$ cat config.mk
export PLATFORM = sky130hd
export DESIGN_NAME = iter_shifter
export DESIGN_NICKNAME = d
export VERILOG_FILES = /design/src/rtl/shift_pkg.sv /design/src/rtl/shift_step.sv /design/src/rtl/iter_shifter.sv
export SDC_FILE = /design/constraint.sdc
export NUM_CORES = 1
export LEC_CHECK = 0
export BUFFER_PORTS_ARGS = -buffer_cell sky130_fd_sc_hd__buf_4
export CAP_MARGIN = 40
export CORE_UTILIZATION = 54
export DETAILED_ROUTE_END_ITERATION = 6
export PLACE_DENSITY_LB_ADDON = 0.3
export SETUP_SLACK_MARGIN = 0.05
export SLEW_MARGIN = 30
export SYNTH_ARGS = -nofsm -noshare
export SYNTH_HDL_FRONTEND = slang
export SYNTH_HIERARCHICAL = 1
export SYNTH_SLANG_ARGS = --single-unit
$ cat constraint.sdc
create_clock -name clk -period 3.8 [get_ports clk]
set_input_delay 1.14 -clock clk [delete_from_list [all_inputs] [get_ports clk]]
set_output_delay 1.14 -clock clk [all_outputs]
set_load 0.02 [all_outputs]
$ cat src/rtl/shift_pkg.sv
// shift_pkg: shared op codes and FSM state encoding for the shift units.
// No ports; imported by shift_step and iter_shifter (and the single-cycle shifter).
package shift_pkg;
    localparam logic [1:0] SHIFT_LEFT             = 2'd0;
    localparam logic [1:0] SHIFT_RIGHT_LOGICAL    = 2'd1;
    localparam logic [1:0] SHIFT_RIGHT_ARITHMETIC = 2'd2;
    localparam logic [1:0] SHIFT_ROTATE_RIGHT     = 2'd3;
    typedef enum logic [1:0] {
        ST_IDLE = 2'd0,
        ST_BUSY = 2'd1,
        ST_DONE = 2'd2
    } state_e;
endpackage

$ cat src/rtl/shift_step.sv
// shift_step: one combinational iteration of the iterative shifter.
// Ports: data_i operand, op_i shift op, k_i bits to shift this iteration (0..8), res_o shifted result.
module shift_step
    import shift_pkg::*;
(
    input  logic [31:0] data_i,
    input  logic [1:0]  op_i,
    input  logic [3:0]  k_i,
    output logic [31:0] res_o
);
    // Kept in its own signed net so the arithmetic shift is not turned logical by an unsigned mux context
    logic signed [31:0] sra;
    assign sra = $signed(data_i) >>> k_i;
    assign res_o = (op_i == SHIFT_LEFT)             ? data_i << k_i :
                   (op_i == SHIFT_RIGHT_LOGICAL)    ? data_i >> k_i :
                   (op_i == SHIFT_RIGHT_ARITHMETIC) ? sra :
                   (data_i >> k_i) | (data_i << (6'd32 - {2'b00, k_i}));
endmodule

$ cat src/rtl/iter_shifter.sv
// iter_shifter: multi-cycle shift/rotate unit, up to STEP bits per BUSY cycle.
// Ports: clk, rst_n (async active-low); in_valid/in_ready/in_a/in_b/shift_op request side;
//        flush sync abort; out_valid/out_ready/out registered result side.
module iter_shifter
    import shift_pkg::*;
#(
    parameter int WIDTH = 32,
    parameter int STEP  = 1
) (
    input  logic             clk,
    input  logic             rst_n,
    input  logic             in_valid,
    output logic             in_ready,
    input  logic [WIDTH-1:0] in_a,
    input  logic [31:0]      in_b,
    input  logic [1:0]       shift_op,
    input  logic             flush,
    output logic             out_valid,
    input  logic             out_ready,
    output logic [WIDTH-1:0] out
);
    state_e      state_q;
    logic [31:0] data_q, data_d;
    logic [1:0]  op_q;
    logic [4:0]  rem_q, rem_d;
    logic [3:0]  k;
    logic        in_ready_q, out_valid_q;
    logic        unused_b;
    assign unused_b = ^in_b[31:5];
    assign k = (rem_q < 5'(STEP)) ? rem_q[3:0] : 4'(STEP);
    assign rem_d = rem_q - {1'b0, k};
    shift_step u_step (
        .data_i(data_q),
        .op_i  (op_q),
        .k_i   (k),
        .res_o (data_d)
    );
    // The result register doubles as the working data register; it only changes outside DONE
    assign out       = data_q;
    assign in_ready  = in_ready_q;
    assign out_valid = out_valid_q;
    always_ff @(posedge clk or negedge rst_n) begin
        if (!rst_n) begin
            state_q     <= ST_IDLE;
            data_q      <= '0;
            op_q        <= SHIFT_LEFT;
            rem_q       <= '0;
            in_ready_q  <= 1'b0;
            out_valid_q <= 1'b0;
        end else if (flush) begin
            state_q     <= ST_IDLE;
            in_ready_q  <= 1'b1;
            out_valid_q <= 1'b0;
        end else begin
            case (state_q)
                ST_IDLE: begin
                    in_ready_q <= 1'b1;
                    if (in_valid && in_ready_q) begin
                        data_q     <= in_a;
                        op_q       <= shift_op;
                        rem_q      <= in_b[4:0];
                        in_ready_q <= 1'b0;
                        if (in_b[4:0] == 5'd0) begin
                            state_q     <= ST_DONE;
                            out_valid_q <= 1'b1;
                        end else begin
                            state_q <= ST_BUSY;
                        end
                    end
                end
                ST_BUSY: begin
                    data_q <= data_d;
                    rem_q  <= rem_d;
                    if (rem_d == 5'd0) begin
                        state_q     <= ST_DONE;
                        out_valid_q <= 1'b1;
                    end
                end
                ST_DONE: begin
                    if (out_ready) begin
                        state_q     <= ST_IDLE;
                        out_valid_q <= 1'b0;
                        in_ready_q  <= 1'b1;
                    end
                end
                default: begin
                    state_q     <= ST_IDLE;
                    out_valid_q <= 1'b0;
                    in_ready_q  <= 1'b0;
                end
            endcase
        end
    end
endmodule

==> summary.md <==
The number of clock sinks is 43, and the largest stage delay on the critical path is 0.48 ns. The tools report the number of warnings printed during yosys synthesis as 6. The H-tree level count is 2. The tools report the launch point of the worst reg-to-reg path as rem_q[4]$_DFFE_PN0P_. Counting flops and latches in the post-synthesis netlist gives 43. The run gives 7,737 as the total via count in the routed design. The most common flop cell mapped by yosys was dfrtp_1. The synthesized area divided by synthesized cell count was 8.11 um^2. Die area: 14,200 um^2. For this design the top-level I/O count stands at 105.

Entering global routing, the biggest net connects 102 pins. The top cell type's share of synthesized area came out at 14.5%. The proportion of synthesized flip-flops having asynchronous set or reset works out to 100%. The signal on the critical path passes through nor4_4 > nand2_4 > inv_1 > ha_1 > buf_4 > mux2i_1 > mux2i_1 > mux2_4 > a211o_1 > nand3_1 > mux2i_1 > o21ai_1.

The die is 119 um wide. Dividing the final minimum period by the clock period gives 92.0%. The initial utilization of the core area, before any placement, comes to 55.7%. The highest fanout seen on the critical path came out at 13.

The repair_antennas step left the layout with diodes totalling 0. The synthesized netlist occupies a cell area of 7410 um^2. For the detailed-route wire length, the log shows 25,300 um. From synthesis to final layout, the design area changed by 7.57%. At the end of the flow the core is filled with cells to 59.9%. The library cells used most frequently in the layout, excluding fill and tap cells, are nand2_1, mux2i_1, buf_4, nor2_1, o21ai_0.

The run gives 6.91 mW as the total power. The type of the worst setup path is reg -> reg. The number of design rule violations left after detail routing was 0. In the synthesized netlist, the number of instances is 913. Most prevalent standard cell on the critical path: mux2i_1. The via count of the first global-routing pass came out at 6,987. The startpoint identified for the worst hold timing path is out_valid$_DFFE_PN0P_. Power spread over the standard cell area amounts to 867 nW/um^2.

VDD sags by at most 0.494 mV. The tools report the number of max-slew violations in the final report as 0. Global routing finished with a remaining overflow of 0. The run finished with clean final reports. The number of optimization iterations in the first detailed-route pass is 7. The quantity of gates resized following cts is 0, and the number of buffers inserted to repair setup after CTS is 0.

STA classifies the critical path startpoint as a register. The initialized floorplan defines 42 standard-cell rows. The detail-routed via count per cell is 7.06. The library cell used most frequently in the layout, excluding fill and tap cells, is nand2_1. The fraction of final layout cells sized beyond drive strength 1 is 24.2%, and the number of failing setup endpoints in the final timing report is 0. The largest total area in the synthesized netlist belongs to dfrtp_1. The path class of the tightest hold or removal check is reg -> reg.

For this run, the register share of the synthesized area comes to 14.5%. The initial antenna violation count was 0; the number of different library cells in the post-synthesis netlist was 76. Counting flops with a built-in enable in the synthesized netlist gives 0. TritonCTS built the clock tree. The remaining number of nets flagged by the antenna check after routing came out at 0.

Summed over all cells, the static leakage comes to 3.32 nW. The die is 119 um tall. The standard cell core area was 13,300 um^2. The clock period minus worst slack was 3.50 ns; the critical path required time was 4.02 ns. Sort of element at the end of the critical path: a register.

Summed over all nets, the half-perimeter wirelength after detailed placement is 17,500 um. The count of fill cells added during filler insertion is 1,201, and the first-pass GRT wire length is 39,600 um. Clock tree synthesis selected as its root buffer the cell clkbuf_16. Across the run, the number of max-cap violations was 0. The final-stage net count is 992, and the number of violations reported at the end of detailed-routing iteration 0 is 1,461. The count of buffers from port buffering was 77; the maximum clock skew at final layout was 0.00716 ns. The number of endpoints with negative hold slack in the final report is 0. Routability congestion estimate: 0.966.

The slowest stage of the critical path is the ha_1 cell. In this run the register-to-register setup slack is 0.30 ns. In this run the tightest slew margin relative to its limit is 46.2%. In this run the worst setup path begins at rem_q[4]$_DFFE_PN0P_. Total of hold buffers inserted after clock tree synthesis: 0. The transition time at the pin with the least slew margin is 0.797 ns.

Setup repair after global routing left no endpoint under its margin. The CTS buffer count is 5, and the maximum clock insertion buffer count is 2. After synthesis, the cell types taking the most area are dfrtp_1, mux2i_1, mux4_2, mux2_2, nand2_1. For the worst-skew pair, the clock arrives at the later sink with an insertion delay of 0.30 ns. After clock tree synthesis, the clock-pin slew on the worst setup and hold paths is 0.07 ns. In the final routed layout, each cell accounts on average for 23.1 um.

The tools report the post-route setup TNS as 0 ns. Based on the critical path, the design can be clocked at up to 286 MHz. For this run, the total global-route usage over all layers was measured as 35.7%.

The data arrival at the endpoint of the critical path is 3.72 ns.
worst paths after layout:
kind,end,cells past startpoint
setup / recovery,out[31]$_DFFE_PN0P_,12
hold / removal,out_valid$_DFFE_PN0P_,2
setup reg to reg,out[31]$_DFFE_PN0P_,12
hold reg to reg,out_valid$_DFFE_PN0P_,2
max in group asynchronous,out[0]$_DFFE_PN0P_,1
min in group asynchronous,rem_q[3]$_DFFE_PN0P_,1
cell families after synthesis:
group	after synthesis	share of synthesized area (%)
AND/OR/NAND/NOR	290	17.7
AO/OA/AOI/OAI	266	23.5
multiplexers	194	34.5
buffers and inverters	114	9.07
flip-flops	43	14.5
XOR/XNOR	3	0.355
adder cells (fa/ha/maj)	2	0.338
other	1	0.0506
metrics by stage:
step	area [um^2]	setup WS, ns	hold slack, ns	std cells
3_5_place_dp	7770	0.424	0.514	1087
6_report	7970	0.304	0.531	1096
2_1_floorplan	7450	0.0912	0.510	921
4_1_cts	7950	0.385	0.533	1095
3_3_place_gp	7750	0.391	0.501	1086
5_1_grt	7970	0.191	0.590	1096
worst max-delay path, delay by kind of cell, from the launching register on:
kind | cells | cell delay [ns]
and+or+nand+nor | 3 | 0.69
muxes | 4 | 0.97
buffers and inverters | 2 | 0.42
DFF | 1 | 0.43
AOI/OAI and AO/OA | 2 | 0.42
adders and majority gates | 1 | 0.48
metal layers:
layer / track usage, % / vias up / wire (um)
met5: 0 / - / 0
met4: 13.2 / 0 / 993
met3: 8.33 / 93 / 3420
met2: 51.9 / 578 / 10800
met1: 51.2 / 3635 / 10100
li1: - / 3431 / -
synth_stat cells, drive strengths merged, types with 2 or more instances:
cell     count
o211ai      21
o2111ai      2
nand3       16
or3          3
xnor2        2
a32oi        3
inv         10
nand2b       9
a22oi        4
a31oi       13
o21ai       95
mux4        42
o221ai       3
nor2        85
nand4        3
o22ai        8
a221o        2
nor3        17
a311oi       3
a211oi      19
dfrtp       43
buf         56
a221oi       2
a211o        4
o31a         3
and2         3
mux2i      106
nor3b        3
clkinv       2
and3         4
mux2        46
a21oi       52
o221a        2
a21o         5
o311ai       3
nor4         6
a31o         2
or2          6
o31ai        3
o21a         5
nand2      125
clkbuf      46
nor2b        3
ha           2
nand3b       4
where the power goes:
group	internal (mW)	switching, mW
logic	2.15	2.86
registers	0.658	0.702
clock network	0.331	0.206
total	3.14	3.77
area by class of cell:
class | count | area, um^2 | share of cell area, %
timing repair buffer | 93 | 736 | 9.23
sequential | 43 | 1080 | 13.5
multi-input combinational | 764 | 5710 | 71.7
inverter | 12 | 45.0 | 0.565
clock inverter | 2 | 38.8 | 0.487
clock buffer | 6 | 139 | 1.74
tap | 176 | 220 | 2.76
sequential cells by signal (all words and copies together) (netlist names):
register   flops
in_ready       1
op_q           2
out           32
out_valid      1
rem_q          5
state_q        2
No activity file was read; power rests on OpenSTA's default activity.
